**config.mk**
```make
export PLATFORM = sky130hd
export DESIGN_NAME = fetch_unit
export DESIGN_NICKNAME = d
export VERILOG_FILES = /design/src/rtl/fetch_unit.sv
export SDC_FILE = /design/constraint.sdc
export NUM_CORES = 1
export LEC_CHECK = 0
export CAP_MARGIN = 15
export CELL_PAD_IN_SITES_DETAIL_PLACEMENT = 2
export CELL_PAD_IN_SITES_GLOBAL_PLACEMENT = 2
export CORE_ASPECT_RATIO = 1.2
export CORE_UTILIZATION = 40
export DETAILED_ROUTE_END_ITERATION = 16
export GPL_TIMING_DRIVEN = 0
export PLACE_DENSITY_LB_ADDON = 0.05
export SKIP_LAST_GASP = 1
export SLEW_MARGIN = 30
export SYNTH_ARGS = -nofsm -noshare
export SYNTH_HDL_FRONTEND = slang
export SYNTH_SLANG_ARGS = --single-unit
```
**constraint.sdc**
```tcl
create_clock -name i_clk -period 6.2 [get_ports i_clk]
set_input_delay 0.62 -clock i_clk [delete_from_list [all_inputs] [get_ports i_clk]]
set_output_delay 0.62 -clock i_clk [all_outputs]
set_load 0.03 [all_outputs]
```
**src/rtl/fetch_unit.sv**
```systemverilog
// ============================================================================
// Module   : fetch_unit
// Brief    : Instruction fetch stage driving a 2-cycle-latency IM read port
//            and buffering returned words in a queue for decode.
// Revision : 1.0 - initial release
// ============================================================================
`default_nettype none

module fetch_unit #(
  parameter logic [31:0] RESET_PC = 32'h0000_0000,
  parameter int          QDEPTH   = 4
) (
  input  logic        i_clk,
  input  logic        i_rst,
  input  logic        i_redirect,
  input  logic [31:0] i_redirect_pc,
  input  logic        i_mem_ready,
  output logic        o_im_ren,
  output logic [13:0] o_im_addr,
  input  logic [31:0] i_im_rdata,
  output logic        o_inst_valid,
  output logic [31:0] o_inst,
  output logic [31:0] o_inst_pc,
  input  logic        i_inst_ready
);

  localparam int AW = $clog2(QDEPTH);
  localparam logic [AW+1:0] C_QDEPTH_W = (AW+2)'(QDEPTH);

  logic [31:0] fpc_q, fpc_d;
  logic        s0_v_q, s1_v_q;
  logic [31:0] s0_pc_q, s1_pc_q;
  logic [31:0] q_inst_q [QDEPTH];
  logic [31:0] q_pc_q   [QDEPTH];
  logic [AW:0] wptr_q, rptr_q, count_q, count_d;

  logic [AW+1:0] outstanding;
  logic          issue, enq, deq;

  // Credit covers everything already issued, so a returning word always has a slot.
  assign outstanding = {1'b0, count_q} + (AW+2)'(s0_v_q) + (AW+2)'(s1_v_q);
  assign issue       = !i_rst && !i_redirect && i_mem_ready && (outstanding < C_QDEPTH_W);
  assign enq         = s1_v_q && !i_redirect && !i_rst;
  assign deq         = (count_q != '0) && i_inst_ready && !i_redirect && !i_rst;

  always_comb begin
    fpc_d   = fpc_q;
    count_d = count_q;
    if (issue) fpc_d = fpc_q + 32'd4;
    case ({enq, deq})
      2'b10:   count_d = count_q + 1'b1;
      2'b01:   count_d = count_q - 1'b1;
      default: count_d = count_q;
    endcase
  end

  always_ff @(posedge i_clk) begin
    if (i_rst) begin
      fpc_q   <= {RESET_PC[31:2], 2'b00};
      s0_v_q  <= 1'b0;
      s1_v_q  <= 1'b0;
      s0_pc_q <= '0;
      s1_pc_q <= '0;
      wptr_q  <= '0;
      rptr_q  <= '0;
      count_q <= '0;
    end else if (i_redirect) begin
      fpc_q   <= {i_redirect_pc[31:2], 2'b00};
      s0_v_q  <= 1'b0;
      s1_v_q  <= 1'b0;
      wptr_q  <= '0;
      rptr_q  <= '0;
      count_q <= '0;
    end else begin
      fpc_q   <= fpc_d;
      s0_v_q  <= issue;
      s0_pc_q <= fpc_q;
      s1_v_q  <= s0_v_q;
      s1_pc_q <= s0_pc_q;
      if (enq) wptr_q <= wptr_q + 1'b1;
      if (deq) rptr_q <= rptr_q + 1'b1;
      count_q <= count_d;
    end
  end

  // Storage needs no reset; occupancy alone decides what is visible.
  always_ff @(posedge i_clk) begin
    if (enq) begin
      q_inst_q[wptr_q[AW-1:0]] <= i_im_rdata;
      q_pc_q[wptr_q[AW-1:0]]   <= s1_pc_q;
    end
  end

  assign o_im_ren     = issue;
  assign o_im_addr    = fpc_q[15:2];
  assign o_inst_valid = (count_q != '0);
  assign o_inst       = o_inst_valid ? q_inst_q[rptr_q[AW-1:0]] : 32'h0;
  assign o_inst_pc    = o_inst_valid ? q_pc_q[rptr_q[AW-1:0]]   : 32'h0;

endmodule

`default_nettype wire

```
==> results of run 1 <==
-- registers in the layout, summed over array words and instances, names as in the netlist, named ones only --
register / count
q_inst_q: 128
wptr_q: 2
s0_v_q: 1
q_pc_q: 120
s1_pc_q: 30
rptr_q: 2
fpc_q: 30
count_q: 3
s1_v_q: 1
s0_pc_q: 30
-- logic make-up after synthesis --
logic type,count (synthesis),synth area share (%)
compound gates,44,2.30
simple gates,241,8.92
fa+ha+maj,8,0.782
buf+inv,80,2.66
flops,349,68.8
xor+xnor,27,1.72
mux,125,14.8
other cells,1,0.0273
-- critical path: stages (launching register included) --
cell and delay (ps):
dfxtp_1 320, clkbuf_1 570, buf_2 480, mux4_2 640
and2_1 200, clkdlybuf4s50_1 590
-- routing by layer --
layer  up-vias  GRT usage [%]  part of all wire, %
li1       3668              -                    -
met1      4094           26.0                   42
met2       168           38.0                   52
met3        38           3.44                  3.8
met4         0           5.01                  1.8
met5         -              0                    0
-- layout make-up --
cell class              instances  area [sq um]
diodes                          1          2.50
plain buffers                  66           319
clock buffers                  49          1020
clock inverters                16           213
fillers                      3184         16800
inverters                      14          52.6
multi-input cells             447          3950
flip-flops and latches        349          9470
well taps                     456           571
repair buffers                149          1570
-- through the flow --
step / total power [mW] / utilization (%) / std cells / hold WS [ps]
CTS: 5.07 / 50.5 / 1546 / 485
global route: 5.16 / 50.5 / 1546 / 510
global placement: 2.79 / 46.4 / 1475 / 452
floorplan: 2.69 / - / 876 / 430
detailed placement: 2.80 / 46.8 / 1481 / 452
finish: 5.02 / 50.5 / 1547 / 480
-- cell usage after synthesis (all sizes together) (13+ instances only) --
| cell | instances | area share [%] |
|---|---|---|
| nor2 | 95 | 2.6 |
| inv | 13 | 0.35 |
| dfxtp | 101 | 15 |
| buf | 30 | 1.3 |
| edfxtp | 248 | 54 |
| and2 | 64 | 2.9 |
| nand2 | 21 | 0.57 |
| clkbuf | 36 | 0.98 |
| mux4 | 62 | 10 |
| mux2i | 61 | 4.4 |
| a211oi | 18 | 0.98 |
| xnor2 | 18 | 1.1 |
-- report_power, final --
group	switching (mW)	internal (mW)	total [mW]
Clock	0.902	1.37	2.27
Sequential	0.0360	2.51	2.55
Combinational	0.102	0.0951	0.197
-- how the worst max path moves through the flow --
stage / end / slack, ps / depth (start not counted)
6_report: o_inst_pc[11] / 2250 / 5
5_1_grt: o_inst_pc[11] / 2060 / 5
4_1_cts: o_inst_pc[10] / 1810 / 5
3_5_place_dp: o_inst_pc[10] / 2400 / 5
3_3_place_gp: q_pc_q[0][14] / 1220 / 4
2_1_floorplan: q_inst_q[0][0] / 3130 / 4
==> impl_results.md, run 1 <==
- Outcome: completed
- Grt total ovfl: 0
- Synth Flop Type: edfxtp_1
- Commonest non-fill, non-tap cells in the layout: 248 x edfxtp_1, 143 x clkdlybuf4s50_1, 101 x dfxtp_1, 95 x nor2_1, 64 x and2_1
- Max H-tree Level: 2
- Post-synth ARST share: 0%
- Most common cell after layout, fill and taps aside: edfxtp_1
- LEAKAGE: 5.77 nW
- Clk sink count: 349
- Routed Antenna Nets: 0
- Max-Cap Viols: 0
- IO buf count: 143
- Hold Path Class: reg2reg
- Clock tree buffer depth: 3
- DP Area: 15900 sq um
- Post-synth EDFFs: 248
- Fmax: 253 MHz
- Slew margin rel.: 36.0%
- Pins Over Slew Limit: 0
- Boundary Pins: 149
- Design Area, Final: 17200 sq um
- Area of the die: 35100 sq um
- Hold Path Depth: 1
- Startpoint types: flip-flop
- Worst reg2reg setup slack: 3160 ps
- Post-DR wirelength/cell: 22.9 microns
- Vias in the first global route: 9021
- Crit path DAT: 3330 ps
- Area Growth Syn to Fin: 24.7%
- Clk Latency, worst-skew pair: 520 ps
- Final setup fails: 0
- Maximum number of pins on one net before global-route repair: 38
- Register-to-Register Path Depth: 9
- Minimum clock period: 3950 ps
- HP Start: s0_v_q
- Period Utilization, post-route: 63.7%
- Power density over the cells: 292 nW/um^2
- Initial antenna violation count: 0
- Vias per inst: 5.15
- Setup tns final: 0 ps
- Die W: 171 microns
- VDD IR max: 0.168 mV
- Total clock buffers created by CTS: 37
- Critical Path RT: 5580 ps
- First-pass GRT wire length: 54.5 mm
- DRC viols: 0
- DR vias: 7968
- Final Hold Viols: 0
- Initial core utilization: 40.5%
- Net count, final: 1141
- Clock skew: 8.66 ps
- Mapped cell area: 13800 sq um
- RSZ-0062 raised after global routing: no
- #FFs+latches synth: 349
- Slew at the pin closest to its max-slew limit: 960 ps
- Setup WS post-layout: 2250 ps
- Reg2reg end: count_q[2]
- GPL Wtd Cong: 0.753
- Hold EP: s1_v_q
- Sequential area share after synthesis: 68.8%
- DPL Wire Length: 24.1 mm
- TritonCTS clock tree: built
- CTS hold repair buffers: 0
- Resized Gates After CTS: 0
- Max Fanout on Critical Path: 10
- Die Ht: 205 microns
- Initial DRT Pass Iterations: 4
- Syn avg cell area: 15.7 sq um
- DR iter-0 viols: 385
- Reg-to-Reg Start: count_q[1]
- Ratio of cells with drive above 1 in the final layout: 14.3%
- Core area: 34000 sq um
- Crit. End Element: output pin
- Total GRT Usage: 21.0%
- Setup CP Type: reg2out
- Drt total wl: 35.4 mm
- Syn Inst Count: 875
- Post-Place Worst Slack: 2400 ps
- Worst-path clk slew: 60 ps
- Root buf cell: clkbuf_16
- Post-CTS Setup Inserts: 0
- FP Rows: 74
- Ys Warns: 0
- Cell variety after synth: 43
Power figures use the tool's default switching activity.
==> inputs of run 2 (changes only) <==
--- a/config.mk
+++ b/config.mk
@@ -9,7 +9,7 @@
 export CELL_PAD_IN_SITES_DETAIL_PLACEMENT = 2
 export CELL_PAD_IN_SITES_GLOBAL_PLACEMENT = 2
 export CORE_ASPECT_RATIO = 1.2
-export CORE_UTILIZATION = 40
+export CORE_UTILIZATION = 37
 export DETAILED_ROUTE_END_ITERATION = 16
 export GPL_TIMING_DRIVEN = 0
 export PLACE_DENSITY_LB_ADDON = 0.05
==> constraint.sdc (replaced) <==
create_clock -name i_clk -period 3.5 [get_ports i_clk]
set_input_delay 0.35 -clock i_clk [delete_from_list [all_inputs] [get_ports i_clk]]
set_output_delay 0.35 -clock i_clk [all_outputs]
set_load 0.03 [all_outputs]
==> run 2 against run 1 <==
Compared with the run above:
- core utilization down 4.0 points
- flip-flop and latch count unchanged
- critical path depth fell by 1
- final area shrank 0.44%
- register-to-register slack worse by 2400 ps
- clock-buffer cell count up 4
- critical endpoint is now o_inst[30]
==> impl_results.md, run 2 (synthesis gave the netlist of run 1 again) <==
- Crit path largest cell delay: 620 ps (-20 ps)
- Post-Place Worst Slack: -68.5 ps (-2470 ps)
- Reg-to-Reg Start: count_q[1]
- IO buf count: 143 (unchanged)
- First-pass GRT wire length: 52.4 mm (-3.9%)
- Worst-path clk slew: 60 ps (about the same)
- Post-CTS Setup Inserts: 0 (unchanged)
- DRC viols: 0 (unchanged)
- RSZ-0062 raised after global routing: yes
- Max reg flops: 128 (unchanged)
- Slew margin rel.: 47.8% (+12 points)
- Net count, final: 1137 (-0.35%)
- Boundary Pins: 149 (unchanged)
- Design Area, Final: 17100 sq um (-0.44%)
- Critical path, cell by cell: clkdlybuf4s15_2 > mux4_2 > and2_1 > clkdlybuf4s50_1
- Critical Path RT: 3150 ps (-2430 ps)
- Area of the die: 38000 sq um (+8.0%)
- Crit. End Element: output pin
- Power density over the cells: 502 nW/um^2 (+72%)
- Root buf cell: clkbuf_16
- Initial antenna violation count: 0 (unchanged)
- Clk sink count: 349 (unchanged)
- Slew at the pin closest to its max-slew limit: 782 ps (-177 ps)
- DPL Wire Length: 22.7 mm (-5.8%)
- Initial core utilization: 37.5% (-3.0 points)
- Pins Over Slew Limit: 0 (unchanged)
- Placed cells: 1497 (+1.1%)
- DP Area: 15900 sq um (-0.11%)
- Clk Latency, worst-skew pair: 530 ps (about the same)
- Resized Gates After CTS: 12 (+12)
- CTS hold repair buffers: 0 (unchanged)
- Grt total ovfl: 0 (unchanged)
- Clock skew: 17.5 ps (+8.89 ps)
- Initial DRT Pass Iterations: 4 (unchanged)
- Setup WS post-layout: 164 ps (-2080 ps)
- Slowest CP cell: clkdlybuf4s50_1
- DR iter-0 viols: 398 (+3.4%)
- Post-DR wirelength/cell: 21.3 microns (-6.7%)
- Fmax: 300 MHz
- Finished Layout Cells: 1563 (+1.0%)
- Vias per inst: 5.06 (-1.7%)
- TritonCTS clock tree: built
- Outcome: completed
- Die Ht: 213 microns (+3.9%)
- Total GRT Usage: 18.4% (-2.6 points)
- Vias in the first global route: 8845 (-2.0%)
- Startpoint types: flip-flop
- Commonest non-fill, non-tap cells in the layout: 248 x edfxtp_1, 143 x clkdlybuf4s50_1, 100 x dfxtp_1, 95 x nor2_1, 64 x and2_1
- Layout fillers: 3479 (+9.3%)
- Crit path DAT: 2990 ps (-340 ps)
- Die W: 178 microns (+3.9%)
- Most common cell after layout, fill and taps aside: edfxtp_1
- Ratio of cells with drive above 1 in the final layout: 14.2% (-0.079 points)
- Core area: 36700 sq um (+8.0%)
- FP Rows: 77 (+4.1%)
- VDD IR max: 0.278 mV (+66%)
- HP Start: i_redirect_pc[15]
- Max H-tree Level: 2 (unchanged)
- Hold Path Class: in2reg
- Area Growth Syn to Fin: 24.2%
- Fin util: 46.5% (-4.0 points)
- Maximum number of pins on one net before global-route repair: 37 (-2.6%)
- Final setup fails: 0 (unchanged)
- LEAKAGE: 5.72 nW (-0.77%)
- Period Utilization, post-route: 95.3%
- Routed Antenna Nets: 0 (unchanged)
- Minimum clock period: 3340 ps
- DR vias: 7913 (-0.69%)
- Diodes inserted: 0 (-1)
- Final Hold Viols: 0 (unchanged)
- Max Fanout on Critical Path: 10 (unchanged)
- Setup CP Type: reg2out
- Drt total wl: 33.3 mm (-5.8%)
- Crit path buf inv count: 2 (-1)
- GPL Wtd Cong: 0.763 (+1.2%)
- Top Family by Delay on Critical Path: buffers and inverters
- Total clock buffers created by CTS: 38 (+2.7%)
- Clock tree buffer depth: 3 (unchanged)
- Max-Cap Viols: 0 (unchanged)
==> run 2: cell types whose count changed in the layout (fill, tap and decap cells not counted), sizes merged <==
cell,change
clkbuf,-4
clkinvlp,-1
clkinv,+5
buf,-2
bufinv,-4
clkdlybuf4s15,+5
diode,-1
==> run 2: worst min-delay path, delay by kind of cell <==
kind | cells | cell delay, ps
compound gates | 1 | 60
buf+inv | 1 | 400
simple gates | 1 | 50
==> run 2: per-stage QoR <==
step | hold WS, ps | setup TNS, ps | total power, mW
finish | 390 | 0 | 8.58
global route | 411 | -26.1 | 8.86
CTS | 375 | -39.5 | 8.70
detailed placement | 457 | -101 | 4.95
global placement | 461 | -291010 | 4.94
floorplan | 430 | 0 | 4.76
==> run 2: path summary, 6_finish.rpt <==
kind                end  slack (ps)  cells after the start
max          o_inst[30]         160                      4
min           fpc_q[15]         390                      3
max reg2reg  count_q[2]         760                      8
min reg2reg      s1_v_q         470                      1
==> run 2: final cells by class <==
class	count	area [sq um]	share of cell area, %
inverters	14	52.6	0.308
clock inverters	16	103	0.601
plain buffers	63	347	2.03
flip-flops and latches	349	9470	55.4
well taps	474	593	3.47
multi-input cells	447	3950	23.1
clock buffers	53	1050	6.14
repair buffers	147	1530	8.93
==> run 2: power breakdown <==
part / total (mW) / switching, mW / internal [mW]
clock network: 3.71 / 1.55 / 2.16
logic: 0.348 / 0.179 / 0.169
registers: 4.51 / 0.0622 / 4.45
total: 8.58 / 1.79 / 6.78
==> run 2: routing by layer <==
| layer | GRT usage [%] | wire [microns] | up-vias |
|---|---|---|---|
| li1 | - | - | 3655 |
| met1 | 23.5 | 14500 | 4050 |
| met5 | 0 | 0 | - |
| met2 | 32.3 | 16900 | 166 |
| met4 | 4.80 | 607 | 0 |
| met3 | 2.81 | 1320 | 42 |
==> inputs of run 3 (changes only) <==
--- a/config.mk
+++ b/config.mk
@@ -11,6 +11,7 @@
 export CORE_ASPECT_RATIO = 1.2
 export CORE_UTILIZATION = 37
 export DETAILED_ROUTE_END_ITERATION = 16
+export GPL_ROUTABILITY_DRIVEN = 0
 export GPL_TIMING_DRIVEN = 0
 export PLACE_DENSITY_LB_ADDON = 0.05
 export SKIP_LAST_GASP = 1
==> results of run 3 <==
No change in the layout: final DEF, timing and power equal those of run 2.
